==> src/rtl/uart_bus_master.sv <==
// uart_bus_master: UART-driven bus master that turns host byte frames into single-word bus reads/writes
// Ports: clk/reset (async, active-high); rx_data/rx_empty/rd_uart pop the rx FIFO;
// tx_data/tx_full/wr_uart push the tx FIFO; addr/wdata/rdata/re/we form the word bus;
// cpu_hold keeps the CPU in reset and this block owning the bus while high.
module uart_bus_master #(
  parameter int TIMEOUT = 1000000
) (
  input  logic        clk,
  input  logic        reset,
  input  logic [7:0]  rx_data,
  input  logic        rx_empty,
  output logic        rd_uart,
  output logic [7:0]  tx_data,
  input  logic        tx_full,
  output logic        wr_uart,
  output logic [29:0] addr,
  output logic [31:0] wdata,
  input  logic [31:0] rdata,
  output logic        re,
  output logic [3:0]  we,
  output logic        cpu_hold
);
  localparam logic [2:0] IDLE     = 3'd0;
  localparam logic [2:0] GET_ADDR = 3'd1;
  localparam logic [2:0] GET_DATA = 3'd2;
  localparam logic [2:0] BUS_WR   = 3'd3;
  localparam logic [2:0] BUS_RD   = 3'd4;
  localparam logic [2:0] RD_WAIT  = 3'd5;
  localparam logic [2:0] SEND     = 3'd6;

  logic [2:0]  state_q, state_d;
  logic        wr_cmd_q, wr_cmd_d;
  logic [1:0]  cnt_q, cnt_d;
  logic [31:0] adr_q, adr_d;
  logic [31:0] dat_q, dat_d;
  logic [31:0] txq_q, txq_d;
  logic [2:0]  txn_q, txn_d;
  logic [31:0] tmo_q, tmo_d;
  logic        hold_q, hold_d;

  // Pops only in byte-collecting states; gated by reset so nothing is consumed while held.
  assign rd_uart  = !reset && !rx_empty && (state_q == IDLE || state_q == GET_ADDR || state_q == GET_DATA);
  assign wr_uart  = state_q == SEND && !tx_full;
  assign tx_data  = state_q == SEND ? txq_q[7:0] : 8'h00;
  assign re       = state_q == BUS_RD;
  assign we       = {4{state_q == BUS_WR}};
  assign addr     = adr_q[31:2];
  assign wdata    = dat_q;
  assign cpu_hold = hold_q;

  always_comb begin
    state_d  = state_q;
    wr_cmd_d = wr_cmd_q;
    cnt_d    = cnt_q;
    adr_d    = adr_q;
    dat_d    = dat_q;
    txq_d    = txq_q;
    txn_d    = txn_q;
    hold_d   = hold_q;
    tmo_d    = '0;
    case (state_q)
      IDLE: if (rd_uart) begin
        if (rx_data == 8'h57 || rx_data == 8'h52) begin
          state_d  = GET_ADDR;
          wr_cmd_d = rx_data == 8'h57;
          cnt_d    = 2'd0;
        end else begin
          state_d = SEND;
          txn_d   = 3'd1;
          txq_d   = {24'h0, (rx_data == 8'h47 || rx_data == 8'h48) ? 8'h06 : 8'h15};
          hold_d  = rx_data == 8'h47 ? 1'b0 : rx_data == 8'h48 ? 1'b1 : hold_q;
        end
      end
      GET_ADDR: if (rd_uart) begin
        // Little-endian: each byte enters at the top and shifts down.
        adr_d = {rx_data, adr_q[31:8]};
        cnt_d = cnt_q + 2'd1;
        if (cnt_q == 2'd3) state_d = wr_cmd_q ? GET_DATA : BUS_RD;
      end else if (tmo_q == 32'(TIMEOUT - 1)) state_d = IDLE;
      else tmo_d = tmo_q + 32'd1;
      GET_DATA: if (rd_uart) begin
        dat_d = {rx_data, dat_q[31:8]};
        cnt_d = cnt_q + 2'd1;
        if (cnt_q == 2'd3) state_d = BUS_WR;
      end else if (tmo_q == 32'(TIMEOUT - 1)) state_d = IDLE;
      else tmo_d = tmo_q + 32'd1;
      BUS_WR: begin
        state_d = SEND;
        txq_d   = 32'h06;
        txn_d   = 3'd1;
      end
      BUS_RD: state_d = RD_WAIT;
      RD_WAIT: begin
        state_d = SEND;
        txq_d   = rdata;
        txn_d   = 3'd4;
      end
      SEND: if (!tx_full) begin
        txq_d = {8'h00, txq_q[31:8]};
        txn_d = txn_q - 3'd1;
        if (txn_q == 3'd1) state_d = IDLE;
      end
      default: state_d = IDLE;
    endcase
  end

  always_ff @(posedge clk or posedge reset) begin
    if (reset) begin
      state_q  <= IDLE;
      wr_cmd_q <= 1'b0;
      cnt_q    <= '0;
      adr_q    <= '0;
      dat_q    <= '0;
      txq_q    <= '0;
      txn_q    <= '0;
      tmo_q    <= '0;
      hold_q   <= 1'b1;
    end else begin
      state_q  <= state_d;
      wr_cmd_q <= wr_cmd_d;
      cnt_q    <= cnt_d;
      adr_q    <= adr_d;
      dat_q    <= dat_d;
      txq_q    <= txq_d;
      txn_q    <= txn_d;
      tmo_q    <= tmo_d;
      hold_q   <= hold_d;
    end
  end
endmodule
==> config.mk <==
export PLATFORM = sky130hd
export DESIGN_NAME = uart_bus_master
export DESIGN_NICKNAME = d
export VERILOG_FILES = /design/src/rtl/uart_bus_master.sv
export SDC_FILE = /design/constraint.sdc
export NUM_CORES = 1
export LEC_CHECK = 0
export BUFFER_PORTS_ARGS = -buffer_cell sky130_fd_sc_hd__buf_2
export CAP_MARGIN = 25
export CORE_UTILIZATION = 39
export CTS_CLUSTER_SIZE = 16
export DETAILED_ROUTE_END_ITERATION = 16
export SYNTH_ARGS = -nofsm -noshare
export SYNTH_HDL_FRONTEND = slang
export SYNTH_SLANG_ARGS = --single-unit
==> constraint.sdc <==
create_clock -name clk -period 6.78 [get_ports clk]
set_input_delay 1.695 -clock clk [delete_from_list [all_inputs] [get_ports clk]]
set_output_delay 1.695 -clock clk [all_outputs]
set_load 0.02 [all_outputs]
==> impl_metrics.sql <==
INSERT INTO impl_metrics (metric_group, metric, value, unit) VALUES
('logic_synthesis', 'register_bit_count_reported_by_yosys', '136', ''),
('timing', 'final-hold-violation-count', '0', ''),
('route', 'firstDrtPassIters', '4', ''),
('placed_design', 'weighted_congestion_reported_at_the_end_of_routability_driven_placement', '0.8446', ''),
('global_routing', 'grt_max_degree', '93', ''),
('logic_synthesis', 'synth.cell_area', '6116', 'µm²'),
('finish', 'fin_util', '49.19', '%'),
('finish', 'post_route_cells_drive_above_1_share', '34.70', '%'),
('finish', 'fin_nets', '695', ''),
('worst_setup_path', 'cp_slowest_stage_delay', '0.45', 'ns'),
('outcome', 'outcome', 'finished, final reports clean', ''),
('pwr', 'report.power.total', '3244', 'µW'),
('clocking', 'buffers_inserted_during_post_cts_setup_optimization', '0', ''),
('timing', 'final_max_tran_viols', '0', ''),
('placed_design', 'place.detailed.hpwl', '9406', 'µm'),
('worst_setup_path', 'timing.critical_path.from', 'reset', ''),
('clocking', 'clock-root-buffer', 'sky130_fd_sc_hd__clkbuf_16', ''),
('logic_synthesis', 'synth_fp_nets', '585', ''),
('route', 'wirelength', '13440', 'µm'),
('finish', 'top_library_cells_by_usage_in_the_layout_fill_and_taps_aside', '135 x sky130_fd_sc_hd__dfrtp_1, 121 x sky130_fd_sc_hd__buf_2, 64 x sky130_fd_sc_hd__mux2_2', ''),
('logic_synthesis', 'synth_cell_types', '52', ''),
('finish', 'flow.area_growth_from_synthesis', '22.73', '%'),
('logic_synthesis', 'yosysWarningCount', '0', ''),
('worst_setup_path', 'timing.critical_path.cells', 'buf_2, or3_1, a21oi_1, buf_2', ''),
('floorplan', 'ioPinCount', '122', ''),
('worst_setup_path', 'setup.reg_to_reg.worst_slack', '3.71', 'ns'),
('logic_synthesis', 'yosysSeqAreaShare', '55.67', '%'),
('finish', 'layout.cells.most_common', 'sky130_fd_sc_hd__dfrtp_1', ''),
('worst_setup_path', 'critical_path_peak_fanout', '4', ''),
('route', 'drt_first_iter_violations', '210', ''),
('pwr', 'vdd_ir_drop_max', '0.0002284', 'V'),
('clocking', 'cts_hold_repair.buffers', '0', ''),
('timing', 'fmax', '227.7', 'MHz'),
('global_routing', 'grt_antenna_before_repair', '0', ''),
('logic_synthesis', 'most_used_dff_post_synth', 'sky130_fd_sc_hd__dfrtp_1', ''),
('pwr', 'power.static_leakage', '0.003589', 'µW'),
('global_routing', 'grt_pass1_vias', '4467', ''),
('floorplan', 'floorplan.rows', '45', ''),
('route', 'detail_route.wl_per_cell', '15.43', 'µm'),
('floorplan', 'die_area', '16190', 'µm²'),
('clocking', 'cts-root-to-sink-buffers', '2', ''),
('min_path', 'min_delay_path_class', 'register to register', ''),
('worst_setup_path', 'path_buf_inv', '2', ''),
('timing', 'post-route-period-util', '64.78', '%'),
('logic_synthesis', 'syn_area_per_cell', '11.39', 'µm²'),
('timing', 'post-route-min-period', '4.392', 'ns'),
('floorplan', 'die-height', '127.2', 'µm'),
('global_routing', 'grt_util_all_layers', '17.78', '%'),
('timing', 'maxSlewHeadroom', '44.35', '%'),
('worst_setup_path', 'kind_of_critical_path', 'input port to primary output', ''),
('timing', 'clock-skew-final', '0.01067', 'ns'),
('worst_setup_path', 'endpoint', 'rd_uart', ''),
('clocking', 'clk_latency', '0.41', 'ns'),
('clocking', 'clock-sinks', '136', ''),
('finish', 'antenna-diode-count', '0', ''),
('clocking', 'path_clk_slew', '0.06', 'ns'),
('route', 'detail_route.drc_violations', '0', ''),
('timing', 'setup_repair_after_global_routing_missed_its_margin', 'false', ''),
('worst_setup_path', 'path_common_cell', 'sky130_fd_sc_hd__buf_2', ''),
('worst_setup_path', 'path_depth', '4', ''),
('clocking', 'cts_repair_resize_count', '0', ''),
('worst_setup_path', 'critPathArrivalTime', '2.70', 'ns'),
('floorplan', 'core_area', '15260', 'µm²'),
('logic_synthesis', 'asyncSetResetFlopFracSynth', '100.0', '%'),
('timing', 'final-setup-viol-count', '0', ''),
('route', 'route.antenna.remaining_nets', '0', ''),
('logic_synthesis', 'synthesis.instances', '537', ''),
('timing', 'timing_worst_slew_pin_value', '0.8347', 'ns'),
('worst_setup_path', 'required', '5.09', 'ns'),
('worst_setup_path', 'reg2reg_to', 'txq_q[1]', ''),
('global_routing', 'grt_pass1_wl', '22580', 'µm');
## synth_stat cells (6+ instances only)
master / n / area share [%]
sky130_fd_sc_hd__mux2_2: 64 / 12
sky130_fd_sc_hd__a22oi_1: 22 / 2.7
sky130_fd_sc_hd__nor2_1: 44 / 2.7
sky130_fd_sc_hd__buf_1: 6 / 0.37
sky130_fd_sc_hd__buf_2: 7 / 0.57
sky130_fd_sc_hd__nand4_1: 9 / 0.92
sky130_fd_sc_hd__clkbuf_1: 15 / 0.92
sky130_fd_sc_hd__a22o_1: 8 / 1.1
sky130_fd_sc_hd__a21oi_1: 7 / 0.57
sky130_fd_sc_hd__dfrtp_1: 135 / 55
sky130_fd_sc_hd__or3_1: 6 / 0.61
sky130_fd_sc_hd__xnor2_1: 9 / 1.3
sky130_fd_sc_hd__inv_1: 8 / 0.49
sky130_fd_sc_hd__nor3_1: 10 / 0.82
sky130_fd_sc_hd__o21ai_0: 26 / 2.1
sky130_fd_sc_hd__and3_1: 17 / 1.7
sky130_fd_sc_hd__xor2_1: 21 / 3.0
sky130_fd_sc_hd__nand3_1: 18 / 1.5
sky130_fd_sc_hd__nand2_1: 43 / 2.6
## flip-flops by register name, indices dropped and copies added (netlist names)
signal / cells
tmo_q: 32
txq_q: 32
wdata: 32
adr_q: 30
state_q: 3
txn_q: 3
cnt_q: 2
cpu_hold: 1
wr_cmd_q: 1
## cells by family after synthesis
family                   after synthesis  synth area share [%]
adder cells (fa/ha/maj)                4                0.8184
flip-flops                           136                 55.67
buffers and inverters                 44                 3.539
AND/OR/NAND/NOR                      176                 14.63
AO/OA/AOI/OAI                         82                 9.104
multiplexers                          65                 11.95
XOR/XNOR                              30                 4.296
## worst min-delay path by stage
stage	startpoint	to	depth (start not counted)
detailed placement	txq_q[7]	txq_q[7]	2
CTS	txq_q[7]	txq_q[7]	2
global route	wdata[7]	wdata[7]	1
finish	txq_q[7]	txq_q[7]	2
floorplan	txq_q[3]	txq_q[3]	2
global placement	txq_q[6]	txq_q[6]	2
## metal layers
layer  vias to the layer above  GRT usage, %  part of all wire (%)
li1                       2138             -                     -
met1                      2199         23.19                    46
met2                       119         29.12                    49
met3                        14         4.606                   4.1
met4                         0         5.462                   1.2
met5                         -             0                     0
## area by class of cell
| class | count | area [µm²] |
|---|---|---|
| fill | 1414 | 7752 |
| sequential | 136 | 3405 |
| multi-input combinational | 357 | 2495 |
| timing repair buffer | 127 | 678.2 |
| clock buffer | 18 | 429.2 |
| tap | 211 | 264.0 |
| clock inverter | 14 | 200.2 |
| inverter | 8 | 35.03 |
## where the power goes
group | switching [µW] | total [µW] | internal (µW)
Clock | 352 | 969 | 617
Combinational | 621 | 1030 | 414
Sequential | 194 | 1240 | 1050
Total | 1170 | 3240 | 2080
## tightest hold or removal path, cell delays in order (launching register included)
cell and delay, ns:
sky130_fd_sc_hd__dfrtp_1 0.33, sky130_fd_sc_hd__nand2_1 0.05, sky130_fd_sc_hd__o21ai_0 0.06
## through the flow
stage | std cells | hold WS [ns] | setup slack, ns | instance area [µm²]
after global placement | 837 | 0.4541 | 2.449 | 6834
after floorplan | 537 | 0.4411 | 1.447 | 6116
final | 871 | 0.4698 | 2.388 | 7506
after detailed placement | 837 | 0.4616 | 2.409 | 6834
after global routing | 871 | 0.5074 | 2.217 | 7506
after CTS | 869 | 0.4746 | 2.404 | 7463
Note: power is estimated with default switching activity, not from simulation.
